$ cat src/rtl/rec_ctrl_mt_pkg.sv
// rec_pkg: shared definitions for the multi-track recorder controller.
// State encoding (also the value of the 'state' output), keypad codes and
// the one-hot LED decode helper.
package rec_pkg;

  typedef enum logic [2:0] {
    ST_IDLE       = 3'd0,
    ST_REC        = 3'd1,
    ST_REC_PAUSE  = 3'd2,
    ST_READY      = 3'd3,
    ST_PLAY       = 3'd4,
    ST_PLAY_PAUSE = 3'd5,
    ST_FWD        = 3'd6,
    ST_BWD        = 3'd7
  } state_e;

  localparam logic [3:0] KEY_ON    = 4'h1;  // ON / STOP
  localparam logic [3:0] KEY_PAUSE = 4'h2;
  localparam logic [3:0] KEY_CLEAR = 4'h3;  // CLEAR in READY, FWD while playing
  localparam logic [3:0] KEY_BACK  = 4'h4;
  localparam logic [3:0] KEY_TRACK = 4'h5;  // TRACK_NEXT
  localparam logic [3:0] KEY_NONE  = 4'hF;

  function automatic logic [7:0] led_onehot(input state_e s);
    return 8'b0000_0001 << s;
  endfunction

endpackage

$ cat src/rtl/rec_ctrl_mt_key_oneshot.sv
// key_oneshot: turns a level keypad code into a single-cycle accept.
//   clk, rst   : clock, synchronous active-high reset
//   value      : raw keypad code, 4'hF = no key
//   key_valid  : high for the one cycle a key is accepted
//   key_code   : the accepted code (meaningful when key_valid)
// A key is accepted in the first cycle value != 4'hF while armed; any key
// activity disarms, and a cycle with no key re-arms.
module key_oneshot
  import rec_pkg::*;
(
  input  logic       clk,
  input  logic       rst,
  input  logic [3:0] value,
  output logic       key_valid,
  output logic [3:0] key_code
);

  logic armed_q, armed_d;

  always_comb begin
    key_valid = armed_q && (value != KEY_NONE);
    key_code  = value;
    armed_d   = armed_q;
    if (value == KEY_NONE) begin
      armed_d = 1'b1;
    end else if (key_valid) begin
      armed_d = 1'b0;
    end
  end

  always_ff @(posedge clk) begin
    if (rst) begin
      armed_q <= 1'b1;
    end else begin
      armed_q <= armed_d;
    end
  end

endmodule

$ cat src/rtl/rec_ctrl_mt.sv
// rec_ctrl_mt: multi-track recorder/player controller.
//   clk, rst : clock, synchronous active-high reset
//   value    : keypad code (1 ON/STOP, 2 PAUSE, 3 CLEAR/FWD, 4 BACK,
//              5 TRACK_NEXT, 4'hF none)
//   tick     : one-cycle sample strobe
//   wr_en    : write the sample at addr (recording)
//   rd_en    : read the sample at addr (playing / seeking)
//   addr     : sample address within the current track
//   track    : current track index
//   speed    : log2 of the seek step (0 outside FWD/BWD)
//   done     : one-cycle pulse, playback/seek reached a track boundary
//   clr      : one-cycle pulse, current track erased
//   state    : encoded state, led : one-hot of state
// MAX_SPD_LOG2 must fit the 2-bit speed output (<= 3).
module rec_ctrl_mt
  import rec_pkg::*;
#(
  parameter  int ADDR_W       = 12,
  parameter  int N_TRACKS     = 4,
  parameter  int MAX_SPD_LOG2 = 2,
  localparam int TRACK_W      = (N_TRACKS > 1) ? $clog2(N_TRACKS) : 1
) (
  input  logic               clk,
  input  logic               rst,
  input  logic [3:0]         value,
  input  logic               tick,
  output logic               wr_en,
  output logic               rd_en,
  output logic [ADDR_W-1:0]  addr,
  output logic [TRACK_W-1:0] track,
  output logic [1:0]         speed,
  output logic               done,
  output logic               clr,
  output logic [2:0]         state,
  output logic [7:0]         led
);

  localparam logic [1:0] SPD_MAX = 2'(MAX_SPD_LOG2);

  logic       key_valid;
  logic [3:0] key_code;

  key_oneshot u_key (
    .clk      (clk),
    .rst      (rst),
    .value    (value),
    .key_valid(key_valid),
    .key_code (key_code)
  );

  state_e             state_q, state_d;
  logic [ADDR_W-1:0]  ptr_q, ptr_d;
  logic [TRACK_W-1:0] track_q, track_d;
  logic [1:0]         speed_q, speed_d;
  logic               done_q, done_d;
  logic               clr_q, clr_d;
  logic [ADDR_W:0]    len_q [N_TRACKS];
  logic [ADDR_W:0]    len_d [N_TRACKS];

  logic [TRACK_W-1:0] track_nx;
  logic [ADDR_W+1:0]  ptr_ext, step, len_cur;
  logic               auto_evt;

  always_comb begin
    state_d  = state_q;
    ptr_d    = ptr_q;
    track_d  = track_q;
    speed_d  = speed_q;
    done_d   = 1'b0;
    clr_d    = 1'b0;
    auto_evt = 1'b0;
    for (int unsigned i = 0; i < N_TRACKS; i++) begin
      len_d[i] = len_q[i];
    end

    track_nx = (track_q == TRACK_W'(N_TRACKS - 1)) ? '0 : track_q + 1'b1;
    ptr_ext  = {2'b00, ptr_q};
    step     = (ADDR_W + 2)'(1) << speed_q;
    len_cur  = {1'b0, len_q[track_q]};

    // Sample-tick access first: it moves the pointer and may force READY
    // (track full or boundary). A forced transition swallows any key.
    if (tick) begin
      case (state_q)
        ST_REC: begin
          if (ptr_q == '1) begin
            len_d[track_q] = {1'b1, {ADDR_W{1'b0}}};
            state_d        = ST_READY;
            ptr_d          = '0;
            auto_evt       = 1'b1;
          end else begin
            ptr_d = ptr_q + 1'b1;
          end
        end
        ST_PLAY, ST_FWD: begin
          if (ptr_ext + step >= len_cur) begin
            auto_evt = 1'b1;
          end else begin
            ptr_d = ptr_q + step[ADDR_W-1:0];
          end
        end
        ST_BWD: begin
          if (ptr_ext < step) begin
            auto_evt = 1'b1;
          end else begin
            ptr_d = ptr_q - step[ADDR_W-1:0];
          end
        end
        default: ;
      endcase
      if (auto_evt && state_q != ST_REC) begin
        done_d  = 1'b1;
        state_d = ST_READY;
        ptr_d   = '0;
        speed_d = '0;
      end
    end

    // Key handling sees the pointer as already updated by this cycle's tick.
    if (key_valid && !auto_evt) begin
      case (state_q)
        ST_IDLE: begin
          if (key_code == KEY_ON) begin
            state_d = ST_REC;
            ptr_d   = '0;
          end else if (key_code == KEY_TRACK) begin
            track_d = track_nx;
            state_d = (len_q[track_nx] != '0) ? ST_READY : ST_IDLE;
          end
        end
        ST_REC: begin
          if (key_code == KEY_ON) begin
            len_d[track_q] = {1'b0, ptr_d};
            state_d        = ST_READY;
          end else if (key_code == KEY_PAUSE) begin
            state_d = ST_REC_PAUSE;
          end
        end
        ST_REC_PAUSE: begin
          if (key_code == KEY_ON || key_code == KEY_PAUSE) begin
            state_d = ST_REC;
          end
        end
        ST_READY: begin
          case (key_code)
            KEY_ON: begin
              state_d = ST_PLAY;
              ptr_d   = '0;
            end
            KEY_CLEAR: begin
              len_d[track_q] = '0;
              clr_d          = 1'b1;
              state_d        = ST_IDLE;
            end
            KEY_BACK:  state_d = ST_IDLE;
            KEY_TRACK: begin
              track_d = track_nx;
              state_d = (len_q[track_nx] != '0) ? ST_READY : ST_IDLE;
            end
            default: ;
          endcase
        end
        ST_PLAY: begin
          case (key_code)
            KEY_ON:    state_d = ST_READY;
            KEY_PAUSE: state_d = ST_PLAY_PAUSE;
            KEY_CLEAR: begin
              state_d = ST_FWD;
              speed_d = 2'd1;
            end
            KEY_BACK: begin
              state_d = ST_BWD;
              speed_d = 2'd1;
            end
            default: ;
          endcase
        end
        ST_PLAY_PAUSE: begin
          if (key_code == KEY_ON || key_code == KEY_PAUSE) begin
            state_d = ST_PLAY;
          end
        end
        ST_FWD, ST_BWD: begin
          case (key_code)
            KEY_ON: begin
              state_d = ST_PLAY;
              speed_d = '0;
            end
            KEY_CLEAR: begin
              if (state_q == ST_FWD) begin
                speed_d = (speed_q >= SPD_MAX) ? SPD_MAX : speed_q + 2'd1;
              end else begin
                state_d = ST_FWD;
                speed_d = 2'd1;
              end
            end
            KEY_BACK: begin
              if (state_q == ST_BWD) begin
                speed_d = (speed_q >= SPD_MAX) ? SPD_MAX : speed_q + 2'd1;
              end else begin
                state_d = ST_BWD;
                speed_d = 2'd1;
              end
            end
            default: ;
          endcase
        end
        default: ;
      endcase
    end
  end

  always_ff @(posedge clk) begin
    if (rst) begin
      state_q <= ST_IDLE;
      ptr_q   <= '0;
      track_q <= '0;
      speed_q <= '0;
      done_q  <= 1'b0;
      clr_q   <= 1'b0;
      for (int unsigned i = 0; i < N_TRACKS; i++) begin
        len_q[i] <= '0;
      end
    end else begin
      state_q <= state_d;
      ptr_q   <= ptr_d;
      track_q <= track_d;
      speed_q <= speed_d;
      done_q  <= done_d;
      clr_q   <= clr_d;
      for (int unsigned i = 0; i < N_TRACKS; i++) begin
        len_q[i] <= len_d[i];
      end
    end
  end

  always_comb begin
    wr_en = tick && (state_q == ST_REC);
    rd_en = tick && (state_q == ST_PLAY || state_q == ST_FWD || state_q == ST_BWD);
    addr  = ptr_q;
    track = track_q;
    speed = speed_q;
    done  = done_q;
    clr   = clr_q;
    state = state_q;
    led   = led_onehot(state_q);
  end

endmodule

$ cat config.mk
export PLATFORM = sky130hd
export DESIGN_NAME = rec_ctrl_mt
export DESIGN_NICKNAME = d
export VERILOG_FILES = /design/src/rtl/rec_ctrl_mt_pkg.sv /design/src/rtl/rec_ctrl_mt_key_oneshot.sv /design/src/rtl/rec_ctrl_mt.sv
export SDC_FILE = /design/constraint.sdc
export NUM_CORES = 1
export LEC_CHECK = 0
export ABC_AREA = 1
export BUFFER_PORTS_ARGS = -buffer_cell sky130_fd_sc_hd__clkbuf_2
export CAP_MARGIN = 20
export CORE_ASPECT_RATIO = 1.1
export CORE_MARGIN = 2
export CORE_UTILIZATION = 45
export DETAILED_ROUTE_END_ITERATION = 8
export GPL_TIMING_DRIVEN = 0
export PLACE_DENSITY_LB_ADDON = 0.12
export SYNTH_ARGS = -nofsm -noshare
export SYNTH_HDL_FRONTEND = slang
export SYNTH_SLANG_ARGS = --single-unit
$ cat constraint.sdc
create_clock -name clk -period 10.27 [get_ports clk]
set_input_delay 0.5135 -clock clk [delete_from_list [all_inputs] [get_ports clk]]
set_output_delay 0.5135 -clock clk [all_outputs]
set_load 0.02 [all_outputs]
==> results of run 1 <==
logic make-up (layout without fill, tap and decap cells):
| kind of cell | after synthesis | after routing | share of synthesized area |
|---|---|---|---|
| buffers and inverters | 197 | 249 | 0.124 |
| xor gates and xnor gates | 12 | 12 | 0.0166 |
| AOI/OAI and AO/OA | 211 | 211 | 0.186 |
| DFF | 76 | 76 | 0.241 |
| adders and majority gates | 28 | 28 | 0.0578 |
| and+or+nand+nor | 543 | 543 | 0.375 |
worst max-delay path by stage:
stage | startpoint | endpoint | slack (ns)
final | speed[1]$_SDFF_PP0_ | len_q[2][1]$_SDFF_PP0_ | 5.30
after global routing | speed[1]$_SDFF_PP0_ | len_q[2][9]$_SDFF_PP0_ | 4.77
after CTS | speed[1]$_SDFF_PP0_ | len_q[2][1]$_SDFF_PP0_ | 5.32
after detailed placement | speed[1]$_SDFF_PP0_ | len_q[2][1]$_SDFF_PP0_ | 5.35
after global placement | speed[1]$_SDFF_PP0_ | len_q[2][1]$_SDFF_PP0_ | 5.32
after floorplan | speed[1]$_SDFF_PP0_ | len_q[2][10]$_SDFF_PP0_ | 6.34
synthesized netlist by cell type, drive strengths merged:
library cell    n  area (µm²)
nand3          86         488
clkinv          1        3.75
dfxtp          76        1520
a32o            1        10.0
o31ai           1        7.51
nor2          129         512
a31oi          20         125
a21oi         109         576
nand3b          2        15.0
a22oi           6        45.0
nor3b           1        7.51
o22ai           1        6.26
nor4            2        12.5
nor3           18         106
o21bai          3        22.5
o211ai          5        37.5
buf            17         105
ha             26         325
xor2           10        87.6
a21boi          1        7.51
xnor2           2        17.5
o2111ai         2        17.5
inv           160         603
and3            1        6.26
or2             3        18.8
clkbuf         19        71.3
nand2         280        1070
a2bb2oi         1        8.76
o21ai          61         309
fa              2        40.0
nand4          21         131
sequential cells by signal (all words and copies together), names as in the netlist, named ones only:
name / count
addr: 12
clr: 1
done: 1
len_q: 52
speed: 2
state: 3
track: 2
u_key.armed_q: 1
metrics by stage:
step	instance area (µm²)	total power (µW)	util
after global placement	6730	663	0.490
after detailed placement	6730	663	0.490
after floorplan	6320	558	-
after global routing	7090	1110	0.516
after CTS	7090	1050	0.516
final	7090	1050	0.516
per-layer routing:
metal / track usage / share of wire / wire, µm
met5: 0 / 0 / 0
met4: 0.168 / 0.053 / 1200
met3: 0.0378 / 0.061 / 1400
met2: 0.507 / 0.46 / 10500
met1: 0.391 / 0.42 / 9660
power by group:
part / switching [µW] / internal [µW] / total [µW]
logic: 253 / 96.1 / 349
clock network: 135 / 252 / 387
registers: 13.2 / 303 / 316
total: 401 / 650 / 1050
worst max-delay path, cell delays in order, from the launching register on:
cell and delay [ns]:
dfxtp_1 0.34, nor2_1 0.33, ha_1 0.26, inv_1 0.06, fa_1 0.40, nor2_1 0.11
o21ai_0 0.15, nand2_1 0.12, nand2_1 0.12, o31ai_1 0.22, nand2_1 0.13, ha_1 0.31
nand3_1 0.12, inv_2 0.04, nand2_1 0.06, nand2_1 0.05, nor2_1 0.08, nand3_1 0.19
nand2_1 0.24, nand2_1 0.16, nor2_2 0.30, inv_1 0.25, a21oi_1 0.16, o21ai_1 0.12
nand2_1 0.28, nand3_1 0.12, a21oi_1 0.17
layout make-up:
type / instances / area (µm²)
Sequential cell: 76 / 1520
Buffer: 36 / 176
Timing Repair Buffer: 36 / 180
Multi-Input combinational cell: 794 / 4010
Clock buffer: 11 / 253
Inverter: 161 / 607
Tap cell: 188 / 235
Clock inverter: 5 / 108
Fill cell: 1480 / 6650
==> results.yml, run 1 <==
global_route:
  grt_max_degree: 14
  grt.overflow.total: 0
  grt_pass1_vias: 6605
  grtUsageTotal: 0.309
  grt_pass1_wl_um: 35000
  antenna_found_initial: 0
min_path:
  worstHoldPathType: "flip-flop to flip-flop"
  holdPathEnd: "len_q[1][3]$_SDFF_PP0_"
  min_from: "len_q[1][3]$_SDFF_PP0_"
  min_path_cells: 2
synth:
  synth.ff_latch_count: 76
  synthCells: 1067
  synth_seq_area_share: 0.241
  synth_cell_types: 48
  avgSynthCellArea_um2: 5.92
  syn_nets: 1102
  synthesis.area_mm2: 0.00632
  yosysWarnings: 0
route:
  route.vias.total: 7223
  first_pass_iters: 6
  postRouteAntennaNets: 0
  wl_um: 22700
  drc: 0
  route.detailed.wl_per_inst_um: 17.4
  via_per_inst: 5.53
  drtIter0Drc: 720
clock_network:
  clk_path_buf_depth: 2
  cts_resized: 0
  cts-buffers-inserted: 9
  clkSlewWorstSetupHoldPaths_ns: 0.06
  cts_root_buffer: "clkbuf_16"
  hold_buffers: 0
  cts_tree: "done"
  post-cts-setup-buffers: 0
  htree_levels: 3
  clock-sinks: 76
  insertion_delay_ns: 0.35
sta:
  fin_setup_tns_ns: 0
  relSlewSlack: 0.482
  hold_violations: 0
  fin_crit_sh: 0.484
  slew_violations: 0
  clock_skew_ns: 0.00804
  rsz0062_at_grt: "no"
  period_minus_slack_ns: 4.97
  setup_slack_ns: 5.30
  setup_viol: 0
  max_freq_mhz: 201
  hold-worst-slack_ns: 0.486
  worst_slew_pin_slew_ns: 0.777
layout:
  antennaDiodeCount: 0
  stdcell_count: 1307
  drive_gt1_frac: 0.0974
  final_cell_mix: "nand2_1, inv_1, nor2_1"
  final_common_cell: "nand2_1"
  syn2layout_area_growth_pct: 12.3
  nNetsFinal: 1149
place:
  pre_cts_slack_ns: 5.35
  io_buffers: 36
  dp.cells: 1291
  routabilityCongestion: 1.00
  dpl.hpwl_um: 17800
floorplanning:
  start_util: 0.460
  core_mm2: 0.0137
  die_height_um: 128
  rows: 45
  die_x_um: 117
  dieArea_mm2: 0.0150
  io_pins: 38
setup_path:
  rr_worst_depth: 26
  r2r_end: "len_q[2][1]$_SDFF_PP0_"
  worstReg2RegStart: "speed[1]$_SDFF_PP0_"
  start_kind: "flip-flop"
  cp_max_fo: 8
  crit_arrival_ns: 5.25
  r2r_setup_slack_ns: 5.30
  cp-end-kind: "flip-flop"
  worstPathRequired_ns: 10.54
  path_class: "flip-flop to flip-flop"
power_and_ir_drop:
  peakVddDrop_mv: 0.0786
  p_leak_uw: 0.00326
  power.density_mw_per_mm2: 148
flow_run:
  drv_cap: 0
outcome:
  run_status: "completed"
(Power assumes the default switching activity.)
==> run 2: changes to the inputs <==
- clock period: 10.27 -> 4.8 ns (I/O delays scaled with it)
==> run 2 against run 1 <==
Non-clock buffer count up 6. Sequential power is 110% higher. Cell count rose by 0.46%. Utilization increased by 0.70 points. First-iteration DRC count down 8.1%. Flip-flop and latch count unchanged. Clock skew shrank 0.0011 ns. Final area increased by 1.4%. Hold slack worse by 0.17 ns.
==> results.yml, run 2 (synthesis results as in run 1) <==
sta:
  hold_violations: 0
  relSlewSlack: 0.481
  clock_skew_ns: 0.00695
  max_freq_mhz: 225
  slew_violations: 0
  period_minus_slack_ns: 4.43
  fin_crit_sh: 0.924
  setup_viol: 0
  worst_slew_pin_slew_ns: 0.778
place:
  dpl.hpwl_um: 17800
  io_buffers: 36
  dpl_cell_area_mm2: 0.00673
  routabilityCongestion: 1.00
layout:
  utilization: 0.523
  syn2layout_area_growth_pct: 13.8
  largest-register: "len_q"
  fin_area_mm2: 0.00719
  drive_gt1_frac: 0.114
  final_cell_mix: "nand2_1, inv_1, nor2_1"
  largest_register_ffs: 52
  antennaDiodeCount: 0
  nNetsFinal: 1155
  final_common_cell: "nand2_1"
route:
  postRouteAntennaNets: 0
  first_pass_iters: 5
  route.detailed.wl_per_inst_um: 17.4
  via_per_inst: 5.54
  drtIter0Drc: 662
  drc: 0
  route.vias.total: 7276
  wl_um: 22800
outcome:
  run_status: "completed"
floorplanning:
  dieArea_mm2: 0.0150
  start_util: 0.460
  io_pins: 38
  die_x_um: 117
  die_height_um: 128
  core_mm2: 0.0137
  rows: 45
power_and_ir_drop:
  power_uw: 2270
  power.density_mw_per_mm2: 315
  peakVddDrop_mv: 0.168
  p_leak_uw: 0.00330
setup_path:
  cp_max_fo: 8
  cpMaxStageDelayCell: "dfxtp_1"
  start_kind: "flip-flop"
  path_class: "flip-flop to flip-flop"
  cp_num_cells: 25
  crit_end: "len_q[2][5]$_SDFF_PP0_"
  rr_worst_depth: 25
  crit_arrival_ns: 4.71
  cpMostUsedCell: "nand2_1"
  critical-path-max-stage-delay_ns: 0.51
  r2r_end: "len_q[2][5]$_SDFF_PP0_"
  worstReg2RegStart: "addr[0]$_SDFF_PP0_"
  worstPathRequired_ns: 5.08
  worst-path-buf-inv: 3
  startpoint: "addr[0]$_SDFF_PP0_"
  cp-end-kind: "flip-flop"
  crit_family: "simple AND/OR/NAND/NOR gates"
  r2r_setup_slack_ns: 0.37
flow_run:
  drv_cap: 0
global_route:
  antenna_found_initial: 0
  busiest_layer: "met2"
  use_met2: 0.509
  grtUsageMet1: 0.392
  grt.overflow.total: 0
  grt_pass1_vias: 6593
  grtUsageMet3: 0.0369
  grt_max_degree: 14
  grtUsageTotal: 0.309
  grt_pass1_wl_um: 35000
clock_network:
  cts_tree: "done"
  clk_path_buf_depth: 2
  hold_buffers: 0
  clock-sinks: 76
  insertion_delay_ns: 0.35
  cts-buffers-inserted: 9
  htree_levels: 3
  cts_root_buffer: "clkbuf_16"
  clkSlewWorstSetupHoldPaths_ns: 0.06
min_path:
  worstHoldPathType: "input port to flip-flop"
## run 2: cell types whose count changed in the layout (fill, tap and decap cells not counted), moves of 2 or more
| cell | delta |
|---|---|
| buf_4 | +6 |
| dfxtp_1 | -2 |
| dfxtp_2 | +2 |
| nand2_1 | -3 |
| nand2_2 | +3 |
| nor2_1 | -2 |
| nor2_4 | +3 |
| o21ai_1 | -2 |
| o21ai_2 | +2 |
## run 2: final cells by class
type | count | area [µm²]
Fill cell | 1468 | 6550
Timing Repair Buffer | 42 | 225
Clock buffer | 11 | 253
Multi-Input combinational cell | 794 | 4060
Sequential cell | 76 | 1520
Tap cell | 188 | 235
Inverter | 161 | 611
Buffer | 36 | 178
Clock inverter | 5 | 108
## run 2: stage by stage
step           TNS (ns)  cells  hold WS, ns  setup slack [ns]
2_1_floorplan         0   1067        0.431             0.866
3_3_place_gp      -2.06   1291        0.474            -0.152
3_5_place_dp      -1.53   1291        0.477            -0.123
4_1_cts               0   1307        0.310            0.0158
5_1_grt         -0.0277   1313        0.350          -0.00754
6_report              0   1313        0.319             0.365
## run 2: timing repair
action / in CTS / in global routing
endpoints found under the setup margin: 31 / 70
gates resized for setup: 2 / 15
pin swaps: 0 / 3
setup buffers: 0 / 6
cloned: 0 / 0
## run 2: layer usage
layer  wire length, µm  up-vias  share of wire
li1                  -     3573              -
met1              9630     3301           0.42
met2             10500      320           0.46
met3              1470       82          0.064
met4              1240        0          0.054
met5                 0        -              0
## run 2: worst register-to-register path, stage by stage, from the launching register on
cell and delay, ns:
dfxtp_1 0.51, ha_1 0.25, inv_1 0.06, fa_1 0.40, nor2_1 0.11, o21ai_0 0.14, nand2_1 0.12, nand2_1 0.13
o31ai_1 0.22, nand2_1 0.13, ha_1 0.31, nand3_1 0.12, inv_2 0.04, nand2_1 0.06, nand2_1 0.05, nor2_1 0.11
nand3_2 0.16, nand2_2 0.15, nand2_1 0.15, nor2_4 0.17, clkinvlp_4 0.21, a21oi_1 0.17, nand2_1 0.22, nand3_1 0.17
nand3_1 0.10, a21oi_1 0.13
## run 2: power breakdown
part / leakage [µW] / internal (µW) / switching, µW
clock: 0.000176 / 538 / 285
combinational: 0.00251 / 217 / 550
sequential: 0.000615 / 648 / 28.6
total: 0.00330 / 1400 / 863
## run 2: worst min path at each step
stage	start	end	slack [ns]	depth (start not counted)
floorplan	tick	clr$_SDFF_PP0_	0.43	3
global placement	len_q[0][3]$_SDFF_PP0_	len_q[0][3]$_SDFF_PP0_	0.47	2
detailed placement	len_q[1][4]$_SDFF_PP0_	len_q[1][4]$_SDFF_PP0_	0.48	2
CTS	value[3]	u_key.armed_q$_SDFFE_PP1P_	0.31	5
global route	rst	len_q[2][4]$_SDFF_PP0_	0.35	2
finish	value[3]	u_key.armed_q$_SDFFE_PP1P_	0.32	5
